`src/rtl/rom_bank_sched.sv`:
```
`default_nettype none
// ============================================================================
// Module      : rom_bank_sched
// Description : Word-aligned ROM bank scheduler for a 56-bit serial machine.
//               Tracks bit time from sync, captures the ROM address and
//               instruction, and drives the one-hot ROM enable of the bank.
// Revision    : 1.0 - initial release
// ============================================================================
module rom_bank_sched (
    input  logic       cph2,
    input  logic       nrst,
    input  logic       sync,
    input  logic       ia,
    input  logic       is,
    output logic [7:0] rom_en,
    output logic [2:0] bank,
    output logic [7:0] addr,
    output logic       addr_vld,
    output logic       locked,
    output logic       sync_err,
    output logic       dly_pend
);

    localparam logic [5:0] C_T_LAST    = 6'd55;
    localparam logic [5:0] C_T_REALIGN = 6'd46;
    localparam logic [5:0] C_WIN_FIRST = 6'd45;
    localparam logic [5:0] C_WIN_LAST  = 6'd54;
    localparam logic [5:0] C_EN_FIRST  = 6'd44;
    localparam logic [5:0] C_ARM       = 6'd43;
    localparam logic [5:0] C_IA_FIRST  = 6'd20;
    localparam logic [5:0] C_IA_LAST   = 6'd27;
    localparam logic [6:0] C_OP_IMM    = 7'b0110000;
    localparam logic [6:0] C_OP_DLY    = 7'b1110000;
    localparam logic [6:0] C_OP_KEY    = 7'b0010000;

    logic [5:0] r_t;
    logic       r_sync_q;
    logic       r_armed;
    logic [6:0] r_ia_sr;
    logic [8:0] r_inst;
    logic [2:0] r_pend_tgt;

    logic       w_in_win;
    logic       w_rise;
    logic       w_mismatch;
    logic       w_active;
    logic       w_decode;
    logic [5:0] w_t_inc;
    logic [7:0] w_addr_full;
    logic [9:0] w_inst_full;

    assign w_in_win    = (r_t >= C_WIN_FIRST) && (r_t <= C_WIN_LAST);
    assign w_rise      = sync & ~r_sync_q;
    assign w_mismatch  = locked & (sync ^ w_in_win);
    assign w_active    = locked & ~w_mismatch;
    assign w_t_inc     = (r_t == C_T_LAST) ? 6'd0 : r_t + 6'd1;
    // The final serial bit is merged combinationally so the word completes on its last bit time.
    assign w_addr_full = {ia, r_ia_sr};
    assign w_inst_full = {is, r_inst};
    assign w_decode    = w_active && r_armed && (r_t == C_WIN_LAST);

    // r_armed marks a word that has been locked since before its enable window,
    // so a word joined mid-way never drives the bus nor decodes a partial instruction.
    always_ff @(posedge cph2) begin
        if (!nrst) begin
            r_t      <= 6'd0;
            r_sync_q <= 1'b0;
            r_armed  <= 1'b0;
            locked   <= 1'b0;
            sync_err <= 1'b0;
        end else begin
            r_sync_q <= sync;
            sync_err <= w_mismatch;
            if (w_mismatch) begin
                locked  <= 1'b0;
                r_armed <= 1'b0;
                r_t     <= w_t_inc;
            end else if (w_rise) begin
                locked  <= 1'b1;
                r_t     <= C_T_REALIGN;
            end else begin
                r_t <= w_t_inc;
                if (locked && (r_t == C_ARM)) begin
                    r_armed <= 1'b1;
                end
            end
        end
    end

    always_ff @(posedge cph2) begin
        if (!nrst) begin
            r_ia_sr  <= '0;
            r_inst   <= '0;
            addr     <= '0;
            addr_vld <= 1'b0;
        end else begin
            addr_vld <= 1'b0;
            if (w_active && (r_t >= C_IA_FIRST) && (r_t <= C_IA_LAST)) begin
                r_ia_sr <= w_addr_full[7:1];
                if (r_t == C_IA_LAST) begin
                    addr     <= w_addr_full;
                    addr_vld <= 1'b1;
                end
            end
            if (w_mismatch) begin
                r_inst <= '0;
            end else if (w_active && r_armed && w_in_win) begin
                r_inst <= w_inst_full[9:1];
            end
        end
    end

    always_ff @(posedge cph2) begin
        if (!nrst) begin
            bank       <= 3'd0;
            dly_pend   <= 1'b0;
            r_pend_tgt <= 3'd0;
        end else if (w_decode) begin
            if (w_inst_full[6:0] == C_OP_IMM) begin
                bank     <= w_inst_full[9:7];
                dly_pend <= 1'b0;
            end else if (w_inst_full[6:0] == C_OP_DLY) begin
                r_pend_tgt <= w_inst_full[9:7];
                dly_pend   <= 1'b1;
            end else if (w_inst_full[6:0] == C_OP_KEY) begin
                bank     <= 3'd0;
                dly_pend <= 1'b0;
            end else if (w_inst_full[0] && dly_pend) begin
                bank     <= r_pend_tgt;
                dly_pend <= 1'b0;
            end
        end
    end

    always_comb begin
        rom_en = 8'h00;
        if (locked && r_armed && (r_t >= C_EN_FIRST) && (r_t <= C_WIN_LAST)) begin
            rom_en[bank] = 1'b1;
        end
    end

endmodule
`default_nettype wire

```
`config.mk`:
```
export PLATFORM = sky130hd
export DESIGN_NAME = rom_bank_sched
export DESIGN_NICKNAME = d
export VERILOG_FILES = /design/src/rtl/rom_bank_sched.sv
export SDC_FILE = /design/constraint.sdc
export NUM_CORES = 1
export LEC_CHECK = 0
export CORE_MARGIN = 5
export CORE_UTILIZATION = 45
export DETAILED_ROUTE_END_ITERATION = 8
export PLACE_DENSITY = 0.66
export SYNTH_ARGS = -nofsm -noshare
export SYNTH_HDL_FRONTEND = slang
export SYNTH_SLANG_ARGS = --single-unit
```
`constraint.sdc`:
```
create_clock -name cph2 -period 2.2 [get_ports cph2]
set_input_delay 0.44 -clock cph2 [delete_from_list [all_inputs] [get_ports cph2]]
set_output_delay 0.44 -clock cph2 [all_outputs]
set_load 0.02 [all_outputs]
```
==> Word-level counts from Yosys, hierarchy flattened <==
Cells that the tools add are included.
{ "op_classes": {"n_addsub": 1, "order_cmp": 7, "eq_ne": 8, "muxes": 15, "n_bitwise": 9, "n_reduce_logical": 21} }
{ "op_table": {"columns": ["operator", "n"], "rows": [
  ["6-bit equality test, second input constant", 3],
  ["6-bit 2-to-1 mux", 3],
  ["6-bit greater-or-equal comparator, second input constant", 2],
  ["1-bit logical AND", 12],
  ["3-bit 2-to-1 mux", 4],
  ["8-bit 2-to-1 mux", 1],
  ["2-bit AND reduction", 4],
  ["7-bit by 5-bit equality test with 1-bit output, second input constant", 1],
  ["7-bit by 6-bit equality test with 1-bit output, second input constant", 1],
  ["7-bit equality test, second input constant", 1],
  ["6-bit by 1-bit adder with 6-bit output, second input constant", 1],
  ["6-bit by 5-bit equality test with 1-bit output, second input constant", 1],
  ["6-bit by 5-bit greater-or-equal comparator with 1-bit output, second input constant", 1],
  ["6-bit by 5-bit <= comparator with 1-bit output, second input constant", 1],
  ["6-bit <= comparator, second input constant", 1],
  ["1-bit 2-to-1 mux", 6],
  ["3-bit AND reduction", 2],
  ["1-bit NOT", 5],
  ["3-bit by 4-bit < comparator with 1-bit output, second input constant", 1],
  ["4-bit nonzero test", 1],
  ["1-bit bitwise AND", 3],
  ["1-bit demux with 3-bit select", 1],
  ["3-bit by 1-bit greater-or-equal comparator with 1-bit output, second input constant", 1],
  ["3-bit nonzero test", 1],
  ["other kinds (3)", 3]
]} }
{ "totals": {"regBits": 42, "inputBits": 5, "output_inout_bits": 23} }

==> Logic depth before layout (Yosys ltp) <==
Gate-level depths: netlist (run 1).
{ "depth": {"ltp_word": 9, "ltp_mapped": 7, "depth_no_buf": 6} }

==> Worst setup path before layout (run 1) <==
No wires, ideal clock.
{ "synth_path": {"path_kind": "register to output", "startpoint": "register r_t[2]", "endpoint": "output rom_en[1]", "arrival_time_ps": 1550, "t_required_ps": 1760, "path_slack_ps": 210, "path_stages_with_launch": 7, "path_buffers": 2, "path_cell_list": "dfxtp_1 > buf_6 > and3_1 > buf_2 > o22ai_1 > nand3_1 > nor3_1"} }
{ "synth_between": {"elab_chain_len": 4} }
{ "synth_rtl": {"columns": ["item", "line_no", "rtl"], "rows": [
  ["from (decl)", "36", "logic [5:0] r_t;"],
  ["from (signal assigned)", "77", "r_t <= w_t_inc;"],
  ["from (signal assigned)", "82", "r_t <= w_t_inc;"],
  ["6-bit greater-or-equal comparator", "137", "if (locked && r_armed && (r_t >= C_EN_FIRST) && (r_t <= C_WIN_LAST)) begin"],
  ["1-bit logical AND", "137", null],
  ["1-bit logical AND (*)", "137", null],
  ["8-bit 2-to-1 mux (*)", "137", null],
  ["to (decl)", "15", "output logic [7:0] rom_en,"]
]} }
Every way passes the cells marked *; elsewhere a longest branch is shown, timed or not.

==> Final worst setup path (run 1) <==
Same ends and word-level chain as after synthesis.

==> results.md, run 1 <==
- Residual DRC: 0
- Post-route ant nets: 0
- Initial antenna violation count: 0
- Post-Syn Nets: 233
- Final core utilization: 0.564
- CP endpoint kind: primary output
- Leading area contributor after synthesis: dfxtp_1
- Initial core utilization: 0.464
- Root buf cell: clkbuf_8
- Sequential fraction of the synthesis area: 0.419
- RSZ-0062 raised after global routing: no
- Top_reg_cell synth: dfxtp_1
- Average vias per placed instance: 5.43
- Worst-skew pair later-pin latency: 0.29 ns
- Setup crit end: rom_en[1]
- Post-synthesis cell area: 0.00200 mm2
- Worst r2r src: r_t[0]
- R2R depth: 7
- Library cells used by synthesis: 47
- Clock sink count: 42
- Die width: 76.7 um
- Die Area: 0.00589 mm2
- Ranking of synthesized cells by area: dfxtp_1 (42%), nand3_1 (5.5%), o21ai_0 (5.0%)
- Post-synthesis sequential element count: 42
- RD Place Congestion: 0.771
- Layout cells sized above 1: 0.153
- Layout net count: 270
- Count of input and output buffers: 27
- RR Endpoint: addr[3]
- Fmax: 0.491 GHz
- Post CTS Setup Buffer Count: 0
- Worst slew pin tran: 0.490 ns
- H-tree levels: 2
- Final setup vio count: 0
- CTS tree: done
- Wire per inst: 13.9 um
- Core Rows: 24
- PwrDens: 600 mW/mm2
- Share of flip-flops with an asynchronous set or reset: 0
- Number of flops mapped to enable cells by yosys: 0
- Top-area cell type share of the netlist area: 0.419
- Hold Crit Class: reg2reg
- Top-count cell post-synth: dfxtp_1
- Setup_tns: 0 ns
- Syn avg cell area: 8.95 um2
- Clock Tree Buf Depth: 2
- Drt total wl: 4.37 mm
- Critical path type: reg2out
- Hold Violations, Final: 0
- First DRT Iteration DRCs: 104
- Grt total ovfl: 0
- Synthesized instance count: 224
- Skew final: 0.0118 ns
- First-pass GRT wire length: 7.45 mm
- IO Count: 28
- Vias in the first global route: 1,581
- Crit path launch: r_t[2]
- Fin crit period: 2.04 ns
- Relative slew margins: 0.668
- First drt pass iteration count: 4
- Fin. max-slew vios: 0
- Tot GR Track Use: 0.151
- Fin crit share: 0.926
- R2R setup slack: 0.34 ns
- Clock-pin slew on the worst setup and hold paths: 0.08 ns
- Hold path cells: 2
- Detailed placement HPWL: 3.16 mm
- Largest net degree at the start of global routing: 18
- DR vias: 1,704
- CTS Hold Bufs: 0
- Max FO, Critical Path: 4
- Top cells by count, synth: dfxtp_1 (42), nand3_1 (22), o21ai_0 (20)
- Leakage: 0.921 nW
- Max Cap Viol: 0
- Worst VDD drop: 0.533 mV
- Outcome: finished clean
- Die H: 76.7 um
- YS warnings: 0
- CP startpoint kind: flip-flop
- Required @ worst endpoint: 1.76 ns
- Arrival time worst endpoint: 1.60 ns
- CORE AREA: 0.00432 mm2
- Synthesis-to-finish area growth: 21.7%
- Number of inserted diodes: 0
- Number of buffers created by CTS: 5
per-layer routing:
layer	global-route usage	wire (um)	up-vias
met5	0	0	-
met4	0.0332	5	0
met3	0.0562	270	2
met2	0.237	2030	35
met1	0.197	2060	785
li1	-	-	882
area by class of cell:
| class | count | area, um2 |
|---|---|---|
| fillers | 421 | 1880 |
| multi-input cells | 163 | 1060 |
| flip-flops and latches | 42 | 841 |
| repair buffers | 44 | 358 |
| clock buffers | 7 | 86.3 |
| well taps | 52 | 65.1 |
| inverters | 5 | 18.8 |
| clock inverters | 1 | 8.76 |
where the power goes:
part	internal [mW]	switching (mW)
registers	0.775	0.00957
clock network	0.259	0.261
logic	0.0719	0.0880
total	1.11	0.359
worst min-delay path by stage:
| stage | to | slack, ns | from |
|---|---|---|---|
| after detailed placement | r_ia_sr[0] | 0.46 | r_ia_sr[0] |
| after global placement | r_ia_sr[0] | 0.46 | r_ia_sr[0] |
| after global routing | r_ia_sr[0] | 0.50 | r_ia_sr[0] |
| final | r_ia_sr[0] | 0.47 | r_ia_sr[0] |
| after floorplan | r_ia_sr[0] | 0.44 | r_ia_sr[0] |
| after CTS | r_ia_sr[0] | 0.47 | r_ia_sr[0] |
through the flow:
stage	area (um2)	std cells	setup WS [ns]	hold WS [ns]	power (mW)
CTS	2470	314	0.00314	0.472	1.48
global route	2440	314	0.0552	0.504	1.54
floorplan	2000	224	0.210	0.435	0.916
global placement	2380	306	0.0417	0.456	0.961
finish	2440	314	0.164	0.470	1.47
detailed placement	2380	306	0.0347	0.458	0.964
registers in the layout (all words and copies together), names as in the netlist:
signal      count
r_inst          9
addr            8
r_ia_sr         7
r_t             6
bank            3
r_pend_tgt      3
addr_vld        1
dly_pend        1
locked          1
r_armed         1
r_sync_q        1
sync_err        1
cell families after synthesis:
family	synth area share
flip-flops	0.419
AND/OR/NAND/NOR	0.258
XOR/XNOR	0.0262
adder cells (fa/ha/maj)	0.0250
buffers and inverters	0.0506
AO/OA/AOI/OAI	0.180
multiplexers	0.0400
repair_timing:
item / CTS / global route
resized for setup: 8 / 18
pin swaps: 0 / 1
setup endpoints to repair: 8 / 8
placed cells by master, fill, tap and decap left out, drive strengths merged, types with 2 or more instances in the layout:
cell / count
dfxtp: 42
nand3: 23
o21ai: 20
clkdlybuf4s50: 19
nor2: 18
buf: 17
a21oi: 17
clkbuf: 15
nand2: 11
nor3: 10
mux2i: 8
nand2b: 5
inv: 5
and4: 4
ha: 4
and3: 3
nand3b: 3
a2111oi: 3
xnor2: 3
xor2: 3
nand4b: 3
nor2b: 2
and2: 2
nor4: 2
o2bb2ai: 2
o21a: 2
o22ai: 2
worst max-delay path, stage by stage, from the launching register on:
cell and delay [ns]:
dfxtp_1 0.34, and3_1 0.19, o22ai_1 0.23, nand3_1 0.18, nor3_1 0.18, clkbuf_2 0.20
(Power assumes the default switching activity.)
==> run 2, diff against run 1 <==
Settings changed: HOLD_SLACK_MARGIN set to 0.12.
==> results of run 2 <==
Same layout as run 1: the final DEF is identical, and so are final timing and power.
==> variant 1 (flow settings as in run 1) <==
Add an input register stage for `is`; this delays it by one clock. The other inputs are not delayed to match. Comments in the files are not updated.
--- a/src/rtl/rom_bank_sched.sv
+++ b/src/rtl/rom_bank_sched.sv
@@ -33,6 +33,12 @@
     localparam logic [6:0] C_OP_DLY    = 7'b1110000;
     localparam logic [6:0] C_OP_KEY    = 7'b0010000;
 
+    logic is_q;
+
+    always_ff @(posedge cph2) begin
+        is_q <= is;
+    end
+
     logic [5:0] r_t;
     logic       r_sync_q;
     logic       r_armed;
@@ -56,7 +62,7 @@
     assign w_t_inc     = (r_t == C_T_LAST) ? 6'd0 : r_t + 6'd1;
     // The final serial bit is merged combinationally so the word completes on its last bit time.
     assign w_addr_full = {ia, r_ia_sr};
-    assign w_inst_full = {is, r_inst};
+    assign w_inst_full = {is_q, r_inst};
     assign w_decode    = w_active && r_armed && (r_t == C_WIN_LAST);
 
     // r_armed marks a word that has been locked since before its enable window,
Check against the original RTL: same outputs for any inputs over 10 cycles, from zero or initial values and one cycle with nrst low; that may be too few to reach the edited logic, so the function may still have changed.
==> variant 1 against run 1 <==
Design area is 2.7% higher. Clock skew is 0.0074 ns lower. Synthesized area increased by 1.0%. Largest cell class unchanged. Largest power group unchanged. Power rose by 3.4%. Sequential power rose by 2.5%. Setup slack worse by 0.073 ns. Die area grew 0.86%. Core utilization up 1.1 points. Critical path type unchanged. Highest routed layer unchanged. Critical endpoint is now rom_en[4]. Sequential cell count increased by 1. Wire length is 0.23% higher.
==> variant 1: results (changes against run 1) <==
Status -> finished, final reports clean
Worst Skew -> 0.00443 ns (-0.00738 ns)
Hold Crit Depth -> 2 (unchanged)
WL met1 -> 2090 um (+1.1%)
Synthesized-area fraction occupied by adder cells -> 2.47% (-0.025 points)
Setup WS pre-CTS -> -0.0665 ns (-0.101 ns)
CTS Buffer Depth -> 2 (unchanged)
RePlAce Congestion -> 0.784 (+1.6%)
Met1 Use GR -> 19.7% (unchanged)
Vias per cell -> 5.48 (+1.0%)
Number of global-route vias before repair -> 1,606 (+1.6%)
CP max stage delay -> 0.35 ns
Drt wl/cell -> 13.9 um (about the same)
Switching share of power -> 24.0% (-0.53 points)
Slew @ Worst Pin -> 0.471 ns (-0.0189 ns)
Clock transition at path regs -> 0.08 ns (about the same)
Largest net degree at the start of global routing -> 16 (-2)
Sequential power -> 805 uW (+2.5%)
Cell leakage power -> 0.948 nW (+2.9%)
Placed cells -> 307 (+0.33%)
CTS Root Cell -> clkbuf_8
DRT iter0 DRCs -> 72 (-31%)
HPWL after DPL -> 3180 um (+0.60%)
GR Layer Usage met3 -> 4.92% (-0.70 points)
Met2 WL -> 1970 um (-2.9%)
Area contributors post-synth -> dfxtp_1 (43%), nand3_1 (5.4%), o21ai_0 (4.9%)
Layout cells sized above 1 -> 14.1% (-1.2 points)
Total power -> 1.51 mW (+3.4%)
Area after DPL -> 2400 um^2 (+0.84%)
Total GRT Usage -> 15.2% (+0.061 points)
Multiplexer share of the synthesized area -> 3.96% (-0.040 points)
Arr. time, crit path -> 1.67 ns (+0.07 ns)
Synth Area per Inst -> 9.00 um^2 (+0.55%)
Ys Warns -> 0 (unchanged)
Final #Nets -> 271 (+0.37%)
Synth Area in Compound Gates -> 17.9% (-0.18 points)
First-pass GRT wire length -> 7510 um (+0.93%)
Max VDD drop -> 0.386 mV (-28%)
GR Util met2 -> 24.0% (+0.34 points)
Synth Area in XOR/XNOR -> 2.60% (-0.026 points)
Sequential-to-total area share from yosys stat -> 42.5% (+0.57 points)
Synth top cells by count -> dfxtp_1 (43), nand3_1 (22), o21ai_0 (20)
Final wirelength -> 4380 um (+0.23%)
Met3 Wirelength -> 271 um (+0.37%)
Mapped Nets -> 234 (+0.43%)
[variant 1: cell types whose count changed after synthesis]
cell,before,now
dfxtp_1,42,43
[variant 1: logic make-up after synthesis]
| kind of cell | after synthesis |
|---|---|
| AND/OR/NAND/NOR | 91 |
| AO/OA/AOI/OAI | 54 |
| flip-flops | 43 |
| buffers and inverters | 19 |
| multiplexers | 8 |
| XOR/XNOR | 6 |
| adder cells (fa/ha/maj) | 4 |
[variant 1: area by class of cell]
cell class / count / area [um^2]
clock inverter: 1 / 7.51
sequential: 43 / 861
clock buffer: 7 / 96.3
fill: 393 / 1850
tap: 52 / 65.1
timing repair buffer: 44 / 383
inverter: 5 / 18.8
multi-input combinational: 163 / 1070
[variant 1: final timing paths]
path / start / endpoint / slack [ns]
worst max-delay path: r_t[2] / rom_en[4] / 0.09
worst min-delay path: r_ia_sr[0] / r_ia_sr[0] / 0.48
worst max register to register: r_t[0] / addr[0] / 0.34
worst min register to register: r_ia_sr[0] / r_ia_sr[0] / 0.48
==> variant 2 (flow settings as in run 1) <==
Without the edit above. Put one more register stage on the output `locked`, with the module's reset. The value now appears one clock later. The other outputs are not delayed to match.
--- a/src/rtl/rom_bank_sched.sv
+++ b/src/rtl/rom_bank_sched.sv
@@ -33,6 +33,8 @@
     localparam logic [6:0] C_OP_DLY    = 7'b1110000;
     localparam logic [6:0] C_OP_KEY    = 7'b0010000;
 
+    logic locked_s0;
+
     logic [5:0] r_t;
     logic       r_sync_q;
     logic       r_armed;
@@ -51,8 +53,8 @@
 
     assign w_in_win    = (r_t >= C_WIN_FIRST) && (r_t <= C_WIN_LAST);
     assign w_rise      = sync & ~r_sync_q;
-    assign w_mismatch  = locked & (sync ^ w_in_win);
-    assign w_active    = locked & ~w_mismatch;
+    assign w_mismatch  = locked_s0 & (sync ^ w_in_win);
+    assign w_active    = locked_s0 & ~w_mismatch;
     assign w_t_inc     = (r_t == C_T_LAST) ? 6'd0 : r_t + 6'd1;
     // The final serial bit is merged combinationally so the word completes on its last bit time.
     assign w_addr_full = {ia, r_ia_sr};
@@ -66,21 +68,21 @@
             r_t      <= 6'd0;
             r_sync_q <= 1'b0;
             r_armed  <= 1'b0;
-            locked   <= 1'b0;
+            locked_s0 <= 1'b0;
             sync_err <= 1'b0;
         end else begin
             r_sync_q <= sync;
             sync_err <= w_mismatch;
             if (w_mismatch) begin
-                locked  <= 1'b0;
+                locked_s0 <= 1'b0;
                 r_armed <= 1'b0;
                 r_t     <= w_t_inc;
             end else if (w_rise) begin
-                locked  <= 1'b1;
+                locked_s0 <= 1'b1;
                 r_t     <= C_T_REALIGN;
             end else begin
                 r_t <= w_t_inc;
-                if (locked && (r_t == C_ARM)) begin
+                if (locked_s0 && (r_t == C_ARM)) begin
                     r_armed <= 1'b1;
                 end
             end
@@ -134,8 +136,16 @@
 
     always_comb begin
         rom_en = 8'h00;
-        if (locked && r_armed && (r_t >= C_EN_FIRST) && (r_t <= C_WIN_LAST)) begin
+        if (locked_s0 && r_armed && (r_t >= C_EN_FIRST) && (r_t <= C_WIN_LAST)) begin
             rom_en[bank] = 1'b1;
+        end
+    end
+
+    always_ff @(posedge cph2) begin
+        if (!nrst) begin
+            locked <= '0;
+        end else begin
+            locked <= locked_s0;
         end
     end
 
Behaviour: not the same (a bounded check fails within 4 cycles, from zero or initial values and one cycle with nrst low).
==> variant 2 against run 1 <==
Cell count is 0.96% lower. First-iteration DRC count grew 46%. Synthesized area rose by 1.9%. Power up 0.28%. Setup slack lost 0.062 ns. Wire length fell by 3.3%. Design area grew 1.5%. Sequential cell count grew 1. Clock power is 3% higher. Sequential power grew 2%. Critical endpoint is now rom_en[0]. Largest power group unchanged.
==> variant 2: results (changes against run 1) <==
Status -> finished, final reports clean
Worst path top cell family by delay -> simple AND/OR/NAND/NOR gates
Worst Skew -> 0.00232 ns (-0.00949 ns)
Drt wl/cell -> 13.6 um (-2.4%)
Netlist cell types -> 46 (-2.1%)
Final std cells w/o fill -> 311 (-0.96%)
CTS Root Cell -> clkbuf_8
Area contributors post-synth -> dfxtp_1 (42%), mux2i_1 (7.4%), a21oi_1 (3.9%)
Final #Nets -> 267 (-1.1%)
H-tree Lvls -> 2 (unchanged)
CP max stage delay -> 0.35 ns
RePlAce Congestion -> 0.819 (+6.2%)
Layout cells sized above 1 -> 10.8% (-4.5 points)
Top Registers -> r_inst: 9 flops, addr: 8 flops, r_ia_sr: 7 flops
Ys Warns -> 0 (unchanged)
# diodes -> 0 (unchanged)
Number of global-route vias before repair -> 1,576 (-0.32%)
Worst path slowest cell -> dlygate4sd2_1
DRT iter0 DRCs -> 152 (+46%)
# fillers -> 401 (-4.8%)
Cell leakage power -> 0.991 nW (+7.6%)
Vias per cell -> 5.44 (+0.31%)
GR Util met2 -> 22.1% (-1.5 points)
Worst rel slew slack -> 60.8% (-6.1 points)
Synth Area per Inst -> 9.12 um^2 (+1.9%)
Placed cells -> 303 (-0.98%)
HPWL after DPL -> 3080 um (-2.4%)
Synth top cells by count -> dfxtp_1 (43), nor2_1 (19), a21oi_1 (16), nand3_1 (16), o21ai_0 (16)
Met1 Use GR -> 21.1% (+1.4 points)
Sequential-to-total area share from yosys stat -> 42.2% (+0.21 points)
Largest net degree at the start of global routing -> 14 (-4)
Total GRT Usage -> 14.8% (-0.27 points)
Mapped Nets -> 233 (unchanged)
Max VDD drop -> 0.368 mV (-31%)
GR Layer Usage met3 -> 4.28% (-1.3 points)
Arr. time, crit path -> 1.66 ns (+0.06 ns)
First-pass GRT wire length -> 7450 um (about the same)
variant 2: through the flow:
| stage | hold slack [ns] | area, um^2 | total power, mW | setup WS [ns] |
|---|---|---|---|---|
| final | 0.460 | 2480 | 1.47 | 0.102 |
| after CTS | 0.464 | 2480 | 1.48 | 0.0868 |
| after detailed placement | 0.454 | 2390 | 0.949 | 0.125 |
| after global routing | 0.504 | 2480 | 1.54 | 0.00858 |
| after global placement | 0.450 | 2390 | 0.948 | 0.144 |
| after floorplan | 0.438 | 2040 | 0.910 | 0.245 |
variant 2: cell type report:
cell class / count / area share, %
multi-input cells: 162 / 43.2
flip-flops and latches: 43 / 34.7
repair buffers: 41 / 14.6
clock buffers: 8 / 4.04
well taps: 52 / 2.63
inverters: 5 / 0.758
variant 2: kinds of logic (layout without fill, tap and decap cells):
logic type,count (synthesis),in the layout,synth area share (%)
AND/OR/NAND/NOR,84,84,23.3
AO/OA/AOI/OAI,53,53,16.7
flip-flops,43,43,42.2
buffers and inverters,19,54,5.39
multiplexers,15,15,7.35
XOR/XNOR,6,6,2.57
adder cells (fa/ha/maj),4,4,2.45
variant 2: path summary, 6_finish.rpt:
path / startpoint / depth (start not counted) / end / slack, ns
max reg2reg: r_t[0] / 7 / addr[0] / 0.36
max: r_t[2] / 5 / rom_en[0] / 0.10
min: r_ia_sr[0] / 2 / r_ia_sr[0] / 0.46
min reg2reg: r_ia_sr[0] / 2 / r_ia_sr[0] / 0.46
variant 2: worst reg2reg max path, stage by stage, from the launching register on:
cell and delay (ns):
dfxtp_1 0.33, buf_4 0.13, ha_1 0.25, nand4b_1 0.14
or4b_1 0.47, buf_4 0.20, mux2i_1 0.17, nor2_1 0.05
variant 2: where the power goes:
group          total (mW)  internal [mW]  switching [mW]
combinational       0.128         0.0560          0.0722
sequential          0.802          0.792         0.00960
clock               0.539          0.286           0.253
total                1.47           1.13           0.334
variant 2: per-layer routing:
metal / share of wire, % / wire length [um]
met5: 0 / 0
met4: 1.0 / 44
met3: 5.3 / 222
met2: 43 / 1830
met1: 50 / 2130
variant 2: what timing repair did:
action,4_1_cts,5_1_grt
resized for setup,8,3
endpoints found under the setup margin,8,1
pin swaps,0,0
gates cloned,0,0
